File: src/rtl/uart_mem_bridge.sv
// Purpose : decodes framed UART byte commands (FF, LEN, CMD, [ADDR], [DATA]) and
//           performs byte reads/writes on the SDRAM controller logical port.
// Latency : one response byte per free tx holding slot; one read outstanding at most.
// Backpr. : reads wait for tx_ready, an empty hold and !mem_busy; writes wait for !mem_busy.
//           A second rx byte arriving while a write is still pending sets overrun.
// Ports   : clk/reset (async, active-high); rx_data/rx_strobe from uart_rx;
//           tx_data/tx_strobe/tx_ready to the tx fifo; mem_* to sdram_controller;
//           overrun is sticky until the next FF sync byte.
module uart_mem_bridge #(
  parameter int         ADDR_BITS  = 25,
  parameter int         ADDR_BYTES = 4,
  parameter int         LEN_BYTES  = 2,
  parameter int         TIMEOUT    = 1000000,
  parameter logic [7:0] VERSION    = 8'h32
) (
  input  logic                 clk,
  input  logic                 reset,
  input  logic [7:0]           rx_data,
  input  logic                 rx_strobe,
  output logic [7:0]           tx_data,
  output logic                 tx_strobe,
  input  logic                 tx_ready,
  output logic [ADDR_BITS-1:0] mem_addr,
  output logic [7:0]           mem_wr_data,
  output logic                 mem_wr_enable,
  output logic                 mem_rd_enable,
  input  logic [7:0]           mem_rd_data,
  input  logic                 mem_rd_ready,
  input  logic                 mem_busy,
  output logic                 overrun
);

  localparam int LEN_BITS = 8 * LEN_BYTES;
  localparam int MAXB     = (ADDR_BYTES > LEN_BYTES) ? ADDR_BYTES : LEN_BYTES;
  localparam int CW       = $clog2(MAXB + 1);
  localparam int TW       = $clog2(TIMEOUT + 1);
  localparam logic [TW-1:0] TMAX = TW'(TIMEOUT);

  localparam logic [7:0] CH_SYNC = 8'hFF;
  localparam logic [7:0] CH_AT   = 8'h40;  // '@'
  localparam logic [7:0] CH_BANG = 8'h21;  // '!'
  localparam logic [7:0] CH_QM   = 8'h3F;  // '?'
  localparam logic [7:0] CH_R    = 8'h52;
  localparam logic [7:0] CH_W    = 8'h57;
  localparam logic [7:0] CH_V    = 8'h56;
  localparam logic [7:0] CH_X    = 8'h58;
  localparam logic [7:0] CH_T    = 8'h54;

  typedef enum logic [3:0] {
    S_IDLE, S_LEN, S_CMD, S_ADDR, S_RD, S_WR, S_WR_ACK, S_VER, S_DRAIN
  } state_t;

  state_t                state_q, state_d;
  logic [LEN_BITS-1:0]   len_q, len_d;
  logic [ADDR_BITS-1:0]  addr_q, addr_d;
  logic [CW-1:0]         cnt_q, cnt_d;
  logic                  is_wr_q, is_wr_d;
  logic [7:0]            csum_q, csum_d;
  logic [TW-1:0]         timer_q, timer_d;
  logic [7:0]            hold_q, hold_d;
  logic                  hold_vld_q, hold_vld_d;
  logic [7:0]            wr_buf_q, wr_buf_d;
  logic                  pend_q, pend_d;
  logic                  rd_out_q, rd_out_d;
  logic                  wr_last_q;
  logic                  overrun_q, overrun_d;
  logic                  ack_ph_q, ack_ph_d;

  logic                  timed, timeout, wr_issue, emit;
  logic [7:0]            emit_byte;

  assign tx_strobe   = hold_vld_q & tx_ready;
  assign tx_data     = hold_q;
  assign mem_addr    = addr_q;
  assign mem_wr_data = wr_buf_q;
  assign overrun     = overrun_q;

  always_comb begin
    state_d       = state_q;
    len_d         = len_q;
    addr_d        = addr_q;
    cnt_d         = cnt_q;
    is_wr_d       = is_wr_q;
    csum_d        = csum_q;
    hold_d        = hold_q;
    hold_vld_d    = hold_vld_q;
    wr_buf_d      = wr_buf_q;
    pend_d        = pend_q;
    rd_out_d      = rd_out_q;
    overrun_d     = overrun_q;
    ack_ph_d      = ack_ph_q;
    mem_rd_enable = 1'b0;
    mem_wr_enable = 1'b0;
    emit          = 1'b0;
    emit_byte     = 8'h00;

    if (tx_strobe) hold_vld_d = 1'b0;

    // Inter-byte timer only runs while a frame is being received.
    timed = (state_q == S_LEN) || (state_q == S_CMD) ||
            (state_q == S_ADDR) || (state_q == S_WR);
    if (!timed || rx_strobe) timer_d = '0;
    else                     timer_d = timer_q + TW'(1);
    timeout = timed && !rx_strobe && (timer_q >= TMAX);

    // A pending write byte is always flushed, even on the abort path (DRAIN).
    // Back-to-back write pulses are never issued.
    wr_issue = ((state_q == S_WR) || (state_q == S_DRAIN)) &&
               pend_q && !mem_busy && !wr_last_q;
    if (wr_issue) begin
      mem_wr_enable = 1'b1;
      addr_d        = addr_q + ADDR_BITS'(1);
      pend_d        = 1'b0;
      if (len_q != '0) len_d = len_q - LEN_BITS'(1);
    end

    case (state_q)
      S_IDLE: begin
        if (rx_strobe) begin
          emit = 1'b1;
          if (rx_data == CH_SYNC) begin
            emit_byte = CH_AT;
            overrun_d = 1'b0;
            len_d     = '0;
            addr_d    = '0;
            cnt_d     = '0;
            state_d   = S_LEN;
          end else begin
            emit_byte = CH_BANG;
          end
        end
      end
      S_LEN: begin
        if (timeout) begin
          emit = 1'b1; emit_byte = CH_T; state_d = S_DRAIN;
        end else if (rx_strobe) begin
          len_d = LEN_BITS'({len_q, rx_data});
          if (cnt_q == CW'(LEN_BYTES - 1)) begin
            cnt_d   = '0;
            state_d = S_CMD;
          end else begin
            cnt_d = cnt_q + CW'(1);
          end
        end
      end
      S_CMD: begin
        if (timeout) begin
          emit = 1'b1; emit_byte = CH_T; state_d = S_DRAIN;
        end else if (rx_strobe) begin
          if (rx_data == CH_R) begin
            is_wr_d = 1'b0; state_d = S_ADDR;
          end else if (rx_data == CH_W) begin
            is_wr_d = 1'b1; state_d = S_ADDR;
          end else if (rx_data == CH_V) begin
            state_d = S_VER;
          end else begin
            emit = 1'b1; emit_byte = CH_QM; state_d = S_IDLE;
          end
        end
      end
      S_ADDR: begin
        if (timeout) begin
          emit = 1'b1; emit_byte = CH_T; state_d = S_DRAIN;
        end else if (rx_strobe) begin
          // Shifting through an ADDR_BITS register drops the unused upper bits.
          addr_d = ADDR_BITS'({addr_q, rx_data});
          if (cnt_q == CW'(ADDR_BYTES - 1)) begin
            cnt_d = '0;
            if (is_wr_q) begin
              csum_d  = 8'h00;
              ack_ph_d = 1'b0;
              state_d = (len_q == '0) ? S_WR_ACK : S_WR;
            end else begin
              state_d = (len_q == '0) ? S_IDLE : S_RD;
            end
          end else begin
            cnt_d = cnt_q + CW'(1);
          end
        end
      end
      S_RD: begin
        if (rd_out_q && mem_rd_ready) begin
          // Hold is guaranteed empty: a read is only issued with an empty hold.
          hold_d     = mem_rd_data;
          hold_vld_d = 1'b1;
          rd_out_d   = 1'b0;
          addr_d     = addr_q + ADDR_BITS'(1);
          len_d      = len_q - LEN_BITS'(1);
          if (len_q == LEN_BITS'(1)) state_d = S_IDLE;
        end else if (!rd_out_q && !hold_vld_q && !mem_busy && tx_ready && (len_q != '0)) begin
          mem_rd_enable = 1'b1;
          rd_out_d      = 1'b1;
        end
      end
      S_WR: begin
        if (wr_issue && (len_q == LEN_BITS'(1))) state_d = S_WR_ACK;
        if (rx_strobe) begin
          if (pend_q) begin
            overrun_d = 1'b1;
            emit      = 1'b1;
            emit_byte = CH_X;
            state_d   = S_DRAIN;
          end else begin
            wr_buf_d = rx_data;
            pend_d   = 1'b1;
            csum_d   = csum_q + rx_data;
          end
        end else if (timeout && !wr_issue) begin
          emit = 1'b1; emit_byte = CH_T; state_d = S_DRAIN;
        end
      end
      S_WR_ACK: begin
        if (!hold_vld_q) begin
          emit = 1'b1;
          if (!ack_ph_q) begin
            emit_byte = CH_W;
            ack_ph_d  = 1'b1;
          end else begin
            emit_byte = csum_q;
            ack_ph_d  = 1'b0;
            state_d   = S_IDLE;
          end
        end
      end
      S_VER: begin
        if (len_q == '0) begin
          state_d = S_IDLE;
        end else if (!hold_vld_q) begin
          emit      = 1'b1;
          emit_byte = VERSION;
          len_d     = len_q - LEN_BITS'(1);
          if (len_q == LEN_BITS'(1)) state_d = S_IDLE;
        end
      end
      S_DRAIN: begin
        if (!pend_q || wr_issue) state_d = S_IDLE;
      end
      default: state_d = S_IDLE;
    endcase

    // Responses only ever load an empty hold; a byte that would overwrite is dropped.
    if (emit && !hold_vld_q) begin
      hold_d     = emit_byte;
      hold_vld_d = 1'b1;
    end
  end

  always_ff @(posedge clk or posedge reset) begin
    if (reset) begin
      state_q    <= S_IDLE;
      len_q      <= '0;
      addr_q     <= '0;
      cnt_q      <= '0;
      is_wr_q    <= 1'b0;
      csum_q     <= 8'h00;
      timer_q    <= '0;
      hold_q     <= 8'h00;
      hold_vld_q <= 1'b0;
      wr_buf_q   <= 8'h00;
      pend_q     <= 1'b0;
      rd_out_q   <= 1'b0;
      wr_last_q  <= 1'b0;
      overrun_q  <= 1'b0;
      ack_ph_q   <= 1'b0;
    end else begin
      state_q    <= state_d;
      len_q      <= len_d;
      addr_q     <= addr_d;
      cnt_q      <= cnt_d;
      is_wr_q    <= is_wr_d;
      csum_q     <= csum_d;
      timer_q    <= timer_d;
      hold_q     <= hold_d;
      hold_vld_q <= hold_vld_d;
      wr_buf_q   <= wr_buf_d;
      pend_q     <= pend_d;
      rd_out_q   <= rd_out_d;
      wr_last_q  <= mem_wr_enable;
      overrun_q  <= overrun_d;
      ack_ph_q   <= ack_ph_d;
    end
  end

endmodule
File: config.mk
export PLATFORM = sky130hd
export DESIGN_NAME = uart_mem_bridge
export DESIGN_NICKNAME = d
export VERILOG_FILES = /design/src/rtl/uart_mem_bridge.sv
export SDC_FILE = /design/constraint.sdc
export NUM_CORES = 1
export LEC_CHECK = 0
export BUFFER_PORTS_ARGS = -buffer_cell sky130_fd_sc_hd__buf_2
export CORE_MARGIN = 4
export CORE_UTILIZATION = 60
export CTS_CLUSTER_DIAMETER = 120
export CTS_CLUSTER_SIZE = 12
export DETAILED_ROUTE_END_ITERATION = 8
export HOLD_SLACK_MARGIN = 0.06
export PLACE_DENSITY = 0.77
export SLEW_MARGIN = 30
export SYNTH_ARGS = -nofsm -noshare
export SYNTH_HDL_FRONTEND = slang
export SYNTH_SLANG_ARGS = --single-unit
File: constraint.sdc
create_clock -name clk -period 6.7 [get_ports clk]
set_input_delay 0.335 -clock clk [delete_from_list [all_inputs] [get_ports clk]]
set_output_delay 0.335 -clock clk [all_outputs]
set_load 0.01 [all_outputs]
Word-level counts from Yosys, hierarchy flattened. Index checks and enable logic that the tools add are counted.

Flip-flop bits (word level): 99. Input port bits: 22. Output and inout bits: 45. Word-level logic and storage cells: 230.

Add/sub/neg operators: 5. Order comparisons: 1. Equality and inequality tests: 36. Mux-type cells: 122. Bitwise logic cells: 3. Reductions and logical operators: 48.

Operator list (count): 2-to-1 mux 25 bit (6); 2-to-1 mux 16 bit (9); 2-to-1 mux 8 bit (12); 2-to-1 mux 4 bit (21); case mux 25 bit (3 select lines) (1); case mux 16 bit (4 select lines) (1); case mux 8 bit (6 select lines) (1); 2-to-1 mux 7 bit (6); 2-to-1 mux 3 bit (13); 2-to-1 mux 1 bit (38); 2-to-1 mux 6 bit (6); case mux 4 bit (9 select lines) (1); != test 2 bit (second input constant) (13); adder 25 x 1 -> 25 bit (second input constant) (1); equality test 8 x 7 -> 1 bit (second input constant) (3); adder 20 x 1 -> 20 bit (second input constant) (1); greater-or-equal comparator 20 bit (second input constant) (1); 2-to-1 mux 20 bit (1); equality test 16 x 1 -> 1 bit (second input constant) (1); equality test 4 x 3 -> 1 bit (second input constant) (4); zero test 16 bit (1); case mux 8 bit (2 select lines) (1); nonzero test 16 bit (1); subtractor 16 x 1 -> 16 bit (second input constant) (1); 31 further kinds (71).

Logic depth before layout (Yosys ltp). Gate-level depths: netlist of the first run.

Word-level depth: 13. Gate-level depth with buffers: 10. Depth with buffers taken out: 8.

Worst setup path after synthesis of the first run. OpenSTA, ideal clock, no wires.

Path type: flip-flop to flip-flop. Start point: register len_q[0]. End point: register len_q[10]. Setup time: 84 ps. Arrival time: 2177 ps. Required time: 6616 ps. Path slack: 4440 ps. Stages on the path, launching flop included: 9. Path buffers: 0. Cells stage by stage: dfrtp_1 -> inv_1 -> ha_1 -> or3b_2 -> or4_4 -> nor3_2 -> xor2_1 -> mux2i_1 -> o22ai_1.

Longest elaborated chain between the ends: 6. Elaborated cells between the ends (all ways): 13. Classes of those cells: add/sub (1); mux (10); reduce/logical (2).

RTL lines: start, declared (RTL line 54) `logic [LEN_BITS-1:0] len_q, len_d;`; start signal, assigned (RTL line 267) `len_q <= len_d;`; subtractor 16 x 1 -> 16 bit / nonzero test 16 bit (equally long branches) (RTL line 114, 188, 231); 2-to-1 mux 16 bit (RTL line 114) `if (len_q != '0) len_d = len_q - LEN_BITS'(1);`; 2-to-1 mux 16 bit (RTL line 110) `if (wr_issue) begin`; 2-to-1 mux 16 bit (on tied branches) (RTL line 228, 121, 136); 2-to-1 mux 16 bit (on tied branches) (RTL line 226, 119, 134); case mux 16 bit (4 select lines) (*) (RTL line 117) `case (state_q)`; via len_d[10] (RTL line 54).

The timed path passes the listed nets; every way through them passes the cells marked *. A chain may end at the register's enable or synchronous reset.

Final worst setup path of the first run.
Start point: register len_q[1]. End point: register len_q[11].

Same word-level chain as after synthesis.

==> impl_metrics.csv, run 1 <==
group,metric,value,unit
cells_and_area,final_common_cell,"sky130_fd_sc_hd__dfrtp_1",
floorplanning,die_w,118,µm
grt,grt_pass1_wl,34200,µm
worst_setup_path,cp_top_family,"compound AO/OA/AOI/OAI gates",
pwr,pwr_density_cell,374,nW/µm²
floorplanning,start_util,62.6,%
place,port-buffer-count,66,
drt,routed_via_density,6.77,
sta,timing_hold_violations_final,0,
drt,count_of_unresolved_drc_violations_after_routing,0,
worst_setup_path,critPathMaxStageDelay,0.83,ns
clocking,tritoncts_clock_tree,"done",
pwr,seq_power_share,36.6,%
clocking,cts_inserted_buffers,9,
job,max_cap_violations,0,
logic_synthesis,postSynthAreaPerCell,8.58,µm²
logic_synthesis,synth-warning-count,0,
sta,relSlewSlack,37.2,%
logic_synthesis,netlist-cell-type-count,92,
worst_setup_path,worst_setup_path_class,"flip-flop to flip-flop",
sta,final.hold.worst_slack,0.182,ns
min_path,hold_path.class,"input pin to flip-flop",
place,place.detailed.instances,1010,
pwr,static-leakage-power,3.33,nW
grt,grt_remaining_overflow,0,
cells_and_area,layout.cells.most_common_list,"sky130_fd_sc_hd__dfrtp_1 (99), sky130_fd_sc_hd__nand2_1 (85), sky130_fd_sc_hd__nor2_1 (78), sky130_fd_sc_hd__buf_2 (66), sky130_fd_sc_hd__o21ai_0 (51)",
logic_synthesis,ys_dominant_reg_cell,"sky130_fd_sc_hd__dfrtp_1",
cells_and_area,flow.area_growth_from_synthesis,8.01,%
sta,tns,0,ns
status,run_status,"completed",
cells_and_area,diodes_inserted,0,
pwr,fraction_of_power_consumed_by_the_clock_network,18.2,%
pwr,net-switching-power,0.00133,W
logic_synthesis,synth-seq-cells,99,
drt,drt-total-wl,20900,µm
logic_synthesis,post_synth_instance_area,7260,µm²
floorplanning,rows,39,
floorplanning,io_pins,67,
cells_and_area,fill_cells,993,
cells_and_area,area_taken_by_flip_flops_and_latches,2480,µm²
cells_and_area,num-nets-final,918,
sta,rsz0062_at_grt,"no",
floorplanning,floorplan.core_area,11600,µm²
floorplanning,die_height,118,µm
clocking,worst_skew_pair.late_latency,0.36,ns
drt,detail_route.first_pass.iterations,5,
drt,antenna_left,0,
clocking,clock_tree.htree_level_count,3,
worst_setup_path,critPathSlowestCell,"sky130_fd_sc_hd__a21oi_2",
worst_setup_path,cp_data_arrival_time,3.66,ns
worst_setup_path,cp_data_required_time,6.93,ns
grt,grt.total_usage,29.8,%
pwr,p_sw_share,45.3,%
grt,initial_antenna_violation_count,0,
cells_and_area,drive_gt1_share,16.4,%
worst_setup_path,path_buf_inv,1,
drt,route.detailed.wl_per_inst,20.4,µm
place,detailed_place_hpwl,14200,µm
sta,worstMarginPinSlew,0.941,ns
clocking,clk_pin_slew,0.08,ns
logic_synthesis,synth_enable_flop_cells,0,
sta,fin_crit,3.44,ns
clocking,postCtsResizedCells,0,
grt,grt_max_degree,72,
clocking,maximum_number_of_buffers_from_clock_root_to_sink,2,
sta,pins_over_slew_limit,0,
grt,first_global_vias,6820,
logic_synthesis,post-synth-top-area-fraction,34.1,%
cells_and_area,final_cell_count_no_fill,1027,
sta,final-setup-viol-count,0,
cells_and_area,layout.cell_area.non_filler,7850,µm²
logic_synthesis,asyncSetResetFlopFracSynth,100,%
worst_setup_path,setup.worst_path.end_class,"flip-flop",
logic_synthesis,synthTopCellsByArea,"sky130_fd_sc_hd__dfrtp_1 (34%), sky130_fd_sc_hd__nand2_1 (4.4%), sky130_fd_sc_hd__nor2_1 (4.0%)",
cells_and_area,multi_input_comb_area,4430,µm²
worst_setup_path,crit_path_start_kind,"flip-flop",
logic_synthesis,seq_area_frac_synth,34.1,%
pwr,internal_power,0.00160,W
floorplanning,die-area,13900,µm²
place,place.gp.congestion,0.942,
logic_synthesis,post-synth-top-area-cell,"sky130_fd_sc_hd__dfrtp_1",
pwr,power.combinational.fraction,45.3,%
worst_setup_path,crit_path_max_fanout,16,
logic_synthesis,postSynthCellCount,847,
worst_setup_path,critical_path.cell_chain,"inv_1, ha_1, nor3b_4, nand4_1, a21oi_2, nand2_1, a221oi_1, o22ai_1",
logic_synthesis,synth_fp_nets,886,
sta,final.setup_skew,0.00862,ns
clocking,ctsRootBufferMaster,"sky130_fd_sc_hd__clkbuf_16",
drt,dr.first_iter.drc_count,720,
sta,fmaxAchievable,0.291,GHz
sta,min_period_over_period,51.3,%
pwr,worst_ir_drop_vdd,0.263,mV
clocking,tritoncts_num_sinks,99,
drt,via_count,6956,
place,dpl_cell_area,7530,µm²
==> registers in the layout, summed over array words and instances (netlist names) <==
register,cells
state_q,4
hold_vld_q,1
ack_ph_q,1
overrun,1
mem_addr,25
is_wr_q,1
csum_q,8
rd_out_q,1
mem_wr_data,8
wr_last_q,1
pend_q,1
timer_q,20
cnt_q,3
len_q,16
tx_data,8
==> area by class of cell <==
class	count	area share, %
flip-flops and latches	99	31.6
clock inverters	6	0.749
inverters	21	1.04
repair buffers	72	4.86
well taps	143	2.28
multi-input cells	676	56.5
clock buffers	10	3.05
==> per-layer routing <==
layer | share of wire, % | GRT usage, %
met3 | 8.2 | 7.64
met1 | 41 | 37.8
met4 | 2.2 | 11.5
met5 | 0 | 0
met2 | 49 | 48.8
==> worst paths after layout <==
path	from	endpoint	slack (ns)	cells after the start
setup / recovery	len_q[1]	len_q[11]	3.26	8
hold / removal	tx_ready	hold_vld_q	0.18	2
setup reg to reg	len_q[1]	len_q[11]	3.26	8
hold reg to reg	mem_wr_data[7]	mem_wr_data[7]	0.50	2
max in group asynchronous	reset	cnt_q[1]	5.17	4
min in group asynchronous	reset	timer_q[5]	0.53	3
==> cells by family after synthesis <==
kind of cell / share of synthesized area [%]
and+or+nand+nor: 27.5
AOI/OAI and AO/OA: 21.2
DFF: 34.1
buffers and inverters: 5.22
xor gates and xnor gates: 6.99
adders and majority gates: 3.03
muxes: 1.93
==> Yosys cell counts (14+ instances only) <==
master,instances
sky130_fd_sc_hd__dfrtp_1,99
sky130_fd_sc_hd__nand2_1,85
sky130_fd_sc_hd__nor2_1,78
sky130_fd_sc_hd__o21ai_0,51
sky130_fd_sc_hd__a21oi_1,44
sky130_fd_sc_hd__nand3_1,43
sky130_fd_sc_hd__xor2_1,32
sky130_fd_sc_hd__xnor2_1,26
sky130_fd_sc_hd__nor3_1,24
sky130_fd_sc_hd__inv_1,20
sky130_fd_sc_hd__clkbuf_1,19
sky130_fd_sc_hd__buf_2,18
sky130_fd_sc_hd__ha_1,16
sky130_fd_sc_hd__nand2b_1,15
sky130_fd_sc_hd__nand4_1,14
==> power groups by stage <==
stage | registers [W] | clock network [W] | logic [W]
2_1_floorplan | 0.000960 | 0 | 0.00106
5_1_grt | 0.00110 | 0.000567 | 0.00145
6_report | 0.00107 | 0.000533 | 0.00133
4_1_cts | 0.00106 | 0.000541 | 0.00131
3_3_place_gp | 0.00106 | 0 | 0.00127
3_5_place_dp | 0.00107 | 0 | 0.00130
==> per-stage QoR <==
| step | util [%] | worst slack, ns | power [W] |
|---|---|---|---|
| final | 67.6 | 3.26 | 0.00293 |
| after global routing | 67.6 | 3.06 | 0.00312 |
| after CTS | 67.5 | 3.34 | 0.00292 |
| after detailed placement | 64.9 | 3.35 | 0.00238 |
| after global placement | 64.9 | 3.47 | 0.00232 |
| after floorplan | - | 3.77 | 0.00202 |
==> what timing repair did <==
action / in CTS / in global routing
hold endpoints to repair: 28 / 0
setup buffers: 0 / 0
hold buffers: 1 / 0
No activity file was read; power rests on OpenSTA's default activity.
==> run 2: changes to the inputs <==
--- a/config.mk
+++ b/config.mk
@@ -7,12 +7,12 @@
 export LEC_CHECK = 0
 export BUFFER_PORTS_ARGS = -buffer_cell sky130_fd_sc_hd__buf_2
 export CORE_MARGIN = 4
-export CORE_UTILIZATION = 60
+export CORE_UTILIZATION = 55
 export CTS_CLUSTER_DIAMETER = 120
 export CTS_CLUSTER_SIZE = 12
 export DETAILED_ROUTE_END_ITERATION = 8
 export HOLD_SLACK_MARGIN = 0.06
-export PLACE_DENSITY = 0.77
+export PLACE_DENSITY = 0.75
 export SLEW_MARGIN = 30
 export SYNTH_ARGS = -nofsm -noshare
 export SYNTH_HDL_FRONTEND = slang
==> constraint.sdc (replaced) <==
create_clock -name clk -period 2.95 [get_ports clk]
set_input_delay 0.1475 -clock clk [delete_from_list [all_inputs] [get_ports clk]]
set_output_delay 0.1475 -clock clk [all_outputs]
set_load 0.01 [all_outputs]
==> impl_metrics.csv, run 2 (synthesized netlist as in run 1, its figures left out) <==
group,metric,value,unit
sta,tns,0,ns
clocking,tritoncts_num_sinks,99,
floorplanning,die_height,123,µm
pwr,static-leakage-power,3.49,nW
pwr,pwr_density_cell,848,nW/µm²
pwr,worst_ir_drop_vdd,0.455,mV
cells_and_area,flow.area_growth_from_synthesis,12.5,%
floorplanning,floorplan.core_area,12800,µm²
clocking,clk_pin_slew,0.08,ns
floorplanning,io_pins,67,
sta,min_period_over_period,93.1,%
floorplanning,die-area,15100,µm²
sta,relSlewSlack,45.7,%
clocking,tritoncts_clock_tree,"done",
sta,fmaxAchievable,0.364,GHz
cells_and_area,num-nets-final,948,
place,detailed_place_hpwl,15400,µm
worst_setup_path,setup.worst_path.end_class,"flip-flop",
worst_setup_path,critical_path.cell_chain,"buf_4, and3b_1, o21ai_2, buf_4, nand2_1, a31oi_1, a211o_1, o211ai_1",
clocking,post-cts-setup-buffers,0,
clocking,ctsRootBufferMaster,"sky130_fd_sc_hd__clkbuf_16",
worst_setup_path,critPathSlowestCell,"sky130_fd_sc_hd__dfrtp_1",
drt,dr.first_iter.drc_count,1008,
floorplanning,die_w,123,µm
cells_and_area,drive_gt1_share,18.6,%
sta,final.setup_skew,0.0131,ns
worst_setup_path,cp_data_arrival_time,2.99,ns
sta,postLayoutSetupSlackWorst,0.203,ns
worst_setup_path,critPathMaxStageDelay,0.69,ns
job,max_cap_violations,0,
place,pre_cts_ws,0.240,ns
min_path,hold_path.class,"input pin to flip-flop",
cells_and_area,diodes_inserted,0,
drt,antenna_left,0,
grt,initial_antenna_violation_count,0,
worst_setup_path,crit_path_start_kind,"flip-flop",
grt,first_global_vias,6907,
place,place.gp.congestion,0.989,
status,run_status,"completed",
grt,gr-usage-met2,48.1,%
grt,grt_max_degree,54,
grt,globalRouteMet3Util,6.31,%
cells_and_area,fill_cells,1101,
sta,pins_over_slew_limit,0,
sta,fin_crit,2.75,ns
drt,detail_route.first_pass.iterations,7,
sta,worstMarginPinSlew,0.808,ns
grt,grtUsageMet1,39.8,%
grt,grt_remaining_overflow,0,
cells_and_area,final_common_cell,"sky130_fd_sc_hd__dfrtp_1",
drt,drt-total-wl,21700,µm
cells_and_area,number_of_flip_flops_in_the_largest_register,25,
clocking,maximum_number_of_buffers_from_clock_root_to_sink,2,
drt,via_count,7087,
worst_setup_path,worst_path_most_repeated_cell,"sky130_fd_sc_hd__buf_4",
clocking,worst_skew_pair.late_latency,0.37,ns
grt,grt-busiest-layer,"met2",
floorplanning,rows,41,
cells_and_area,final_core_utilization,64.0,%
grt,grt.total_usage,29.9,%
worst_setup_path,cp_data_required_time,3.20,ns
sta,rsz0062_at_grt,"no",
drt,routed_via_density,6.53,
place,port-buffer-count,66,
clocking,clock_tree.htree_level_count,3,
worst_setup_path,worst_setup_path_class,"flip-flop to flip-flop",
grt,grt_pass1_wl,35500,µm
clocking,cts_inserted_buffers,9,
drt,count_of_unresolved_drc_violations_after_routing,0,
cells_and_area,layout.cells.most_common_list,"sky130_fd_sc_hd__dfrtp_1 (99), sky130_fd_sc_hd__nand2_1 (85), sky130_fd_sc_hd__nor2_1 (78), sky130_fd_sc_hd__buf_2 (66), sky130_fd_sc_hd__o21ai_0 (51)",
floorplanning,start_util,56.9,%
drt,route.detailed.wl_per_inst,20.0,µm
sta,timing_hold_violations_final,0,
worst_setup_path,crit_path_max_fanout,24,
sta,final-setup-viol-count,0,
[run 2: worst max-delay path: cells and delay by family (launching register included)]
family / cells / cell delay (ns)
buffers and inverters: 2 / 0.61
DFF: 1 / 0.69
and+or+nand+nor: 2 / 0.59
AOI/OAI and AO/OA: 4 / 0.71
[run 2: where the power goes]
part	internal, W	switching [W]
clock	0.000693	0.000629
sequential	0.00175	0.000644
combinational	0.00137	0.00184
[run 2: final cells by class]
| cell class | count | area, µm² | area share [%] |
|---|---|---|---|
| flip-flops and latches | 99 | 2480 | 30.3 |
| well taps | 172 | 215 | 2.63 |
| multi-input cells | 676 | 4440 | 54.3 |
| repair buffers | 102 | 631 | 7.72 |
| clock inverters | 7 | 105 | 1.29 |
| inverters | 21 | 81.3 | 0.995 |
| clock buffers | 9 | 225 | 2.76 |
[run 2: layer usage]
| metal | vias to the layer above | wire, µm |
|---|---|---|
| met5 | - | 0 |
| met1 | 3451 | 9040 |
| met2 | 328 | 10400 |
| met3 | 56 | 1600 |
| li1 | 3252 | - |
| met4 | 0 | 584 |
[run 2: path summary, 6_finish.rpt]
path | startpoint | endpoint | slack [ns] | cells after the start
worst max-delay path | state_q[3] | mem_addr[10] | 0.20 | 8
worst min-delay path | mem_rd_data[3] | tx_data[3] | 0.10 | 3
worst max register to register | state_q[3] | mem_addr[10] | 0.20 | 8
worst min register to register | mem_wr_data[7] | mem_wr_data[7] | 0.51 | 2
max in group asynchronous | reset | mem_addr[18] | 1.81 | 4
min in group asynchronous | reset | len_q[11] | 0.42 | 3
[run 2: timing repair]
item | in CTS | in global routing
gates resized for setup | 0 | 1
hold endpoints to repair | 58 | 0
hold buffers | 7 | 0
endpoints found under the setup margin | 0 | 6
[run 2: through the flow]
step	area [µm²]	instances	power, W	hold WS [ns]
final	8170	1086	0.00693	0.100
after global routing	8170	1086	0.00740	0.139
after CTS	8160	1086	0.00688	0.0811
after detailed placement	7760	1063	0.00553	0.297
after global placement	7760	1063	0.00546	0.293
after floorplan	7260	847	0.00460	0.244
==> run 3: changes to the inputs <==
--- a/config.mk
+++ b/config.mk
@@ -7,12 +7,13 @@
 export LEC_CHECK = 0
 export BUFFER_PORTS_ARGS = -buffer_cell sky130_fd_sc_hd__buf_2
 export CORE_MARGIN = 4
-export CORE_UTILIZATION = 55
+export CORE_UTILIZATION = 60
 export CTS_CLUSTER_DIAMETER = 120
 export CTS_CLUSTER_SIZE = 12
 export DETAILED_ROUTE_END_ITERATION = 8
 export HOLD_SLACK_MARGIN = 0.06
-export PLACE_DENSITY = 0.75
+export PLACE_DENSITY = 0.77
+export RECOVER_POWER = 100
 export SLEW_MARGIN = 30
 export SYNTH_ARGS = -nofsm -noshare
 export SYNTH_HDL_FRONTEND = slang
==> constraint.sdc (replaced) <==
create_clock -name clk -period 2.8 [get_ports clk]
set_input_delay 0.14 -clock clk [delete_from_list [all_inputs] [get_ports clk]]
set_output_delay 0.14 -clock clk [all_outputs]
set_load 0.01 [all_outputs]
==> impl_metrics.csv, run 3 (synthesized netlist as in run 1, its figures left out) <==
group,metric,value,unit
cells_and_area,flow.area_growth_from_synthesis,12.7,%
min_path,hold_path.class,"input pin to flip-flop",
sta,worstMarginPinSlew,2.02,ns
place,port-buffer-count,66,
clocking,clock_tree.htree_level_count,3,
worst_setup_path,crit_path_start_kind,"flip-flop",
place,place.gp.congestion,0.956,
job,max_cap_violations,1,
worst_setup_path,cp_data_arrival_time,2.97,ns
floorplanning,rows,39,
sta,timing_hold_violations_final,0,
clocking,post-cts-setup-buffers,0,
cells_and_area,number_of_flip_flops_in_the_largest_register,25,
cells_and_area,drive_gt1_share,15.1,%
worst_setup_path,worst_setup_path_class,"flip-flop to flip-flop",
sta,pins_over_slew_limit,47,
pwr,pwr_density_cell,890,nW/µm²
clocking,maximum_number_of_buffers_from_clock_root_to_sink,2,
clocking,worst_skew_pair.late_latency,0.36,ns
drt,detail_route.first_pass.iterations,5,
drt,routed_via_density,6.70,
clocking,ctsRootBufferMaster,"sky130_fd_sc_hd__clkbuf_16",
place,detailed_place_hpwl,15700,µm
grt,grt.total_usage,32.1,%
drt,count_of_unresolved_drc_violations_after_routing,0,
sta,final-setup-viol-count,0,
worst_setup_path,crit_path_max_fanout,21,
cells_and_area,diodes_inserted,0,
worst_setup_path,r2r_start,"state_q[1]",
cells_and_area,fill_cells,947,
floorplanning,floorplan.core_area,11600,µm²
floorplanning,die_height,118,µm
clocking,tritoncts_clock_tree,"done",
drt,dr.first_iter.drc_count,804,
drt,route.detailed.wl_per_inst,20.9,µm
sta,relSlewSlack,-34.8,%
grt,grt_pass1_wl,36600,µm
grt,grt_remaining_overflow,0,
pwr,static-leakage-power,3.40,nW
cells_and_area,num-nets-final,963,
sta,final.setup_skew,0.00704,ns
sta,fin_crit,2.69,ns
floorplanning,io_pins,67,
grt,first_global_vias,7091,
sta,rsz0062_at_grt,"yes",
drt,antenna_left,0,
drt,via_count,7183,
status,violations,"capacitance limit, slew limit",
worst_setup_path,cp_data_required_time,3.08,ns
sta,min_period_over_period,96.1,%
worst_setup_path,setup.worst_path.end_class,"flip-flop",
cells_and_area,final_common_cell,"sky130_fd_sc_hd__dfrtp_1",
clocking,clk_pin_slew,0.07,ns
drt,drt-total-wl,22400,µm
clocking,cts_inserted_buffers,9,
floorplanning,start_util,62.6,%
grt,grt_max_degree,55,
grt,initial_antenna_violation_count,1,
cells_and_area,layout.cell_area.non_filler,8190,µm²
worst_setup_path,worstSetupStartpoint,"state_q[1]",
place,dpl_cell_area,7890,µm²
pwr,worst_ir_drop_vdd,0.648,mV
sta,tns,0,ns
clocking,tritoncts_num_sinks,99,
status,run_status,"finished with violations",
cells_and_area,layout.cells.most_common_list,"sky130_fd_sc_hd__dfrtp_1 (99), sky130_fd_sc_hd__nand2_1 (85), sky130_fd_sc_hd__nor2_1 (77), sky130_fd_sc_hd__o21ai_0 (51), sky130_fd_sc_hd__clkbuf_1 (45)",
floorplanning,die-area,13900,µm²
sta,fmaxAchievable,0.372,GHz
min_path,hp-start,"mem_rd_data[3]",
floorplanning,die_w,118,µm
## run 3: final cells by class
class	count	area, µm²	share of cell area (%)
clock inverter	6	71.3	0.871
inverter	21	80.1	0.978
sequential	99	2480	30.3
timing repair buffer	117	714	8.73
tap	143	179	2.19
multi-input combinational	676	4430	54.2
clock buffer	10	229	2.80
## run 3: repair_timing
item,in CTS,in global routing
hold buffers,7,0
setup endpoints to repair,0,4
gates resized for setup,0,4
hold endpoints to repair,51,0
## run 3: metrics by stage
stage / worst slack (ns) / cells / total power [W] / util, % / hold WS (ns)
global route: -0.00939 / 1072 / 0.00776 / 70.5 / 0.119
detailed placement: 0.123 / 1049 / 0.00594 / 67.9 / 0.282
finish: 0.109 / 1072 / 0.00728 / 70.5 / 0.0912
CTS: 0.127 / 1072 / 0.00728 / 71.1 / 0.0879
floorplan: 0.0696 / 847 / 0.00484 / - / 0.236
global placement: 0.203 / 1049 / 0.00582 / 67.9 / 0.278
## run 3: critical path, cell delays in order, from the launching register on
cell and delay (ns):
sky130_fd_sc_hd__dfrtp_1 0.63, sky130_fd_sc_hd__or4b_4 0.69, sky130_fd_sc_hd__or2_1 0.26, sky130_fd_sc_hd__nand2_1 0.36, sky130_fd_sc_hd__a31oi_1 0.19, sky130_fd_sc_hd__or3_1 0.38, sky130_fd_sc_hd__o211ai_1 0.10
## run 3: metal layers
metal | up-vias | share of wire [%] | wire length [µm] | global-route usage [%]
li1 | 3275 | - | - | -
met1 | 3487 | 41 | 9190 | 42.2
met2 | 379 | 49 | 11000 | 54.6
met3 | 40 | 8.0 | 1780 | 6.20
met4 | 2 | 1.6 | 363 | 7.99
met5 | - | 0.058 | 13 | 0
## run 3: worst paths after layout
check	end	slack, ns	cells after the start
max in group asynchronous	csum_q[4]	0.48	4
min reg2reg	mem_wr_data[7]	0.50	2
min in group asynchronous	len_q[10]	0.99	3
max reg2reg	mem_addr[14]	0.11	6
min	tx_data[3]	0.09	3
max	mem_addr[14]	0.11	6
## run 3: where the power goes
part	internal, W	leakage, nW	switching [W]
Combinational	0.00147	1.94	0.00201
Sequential	0.00184	1.32	0.000651
Clock	0.000706	0.145	0.000606
Total	0.00402	3.40	0.00326
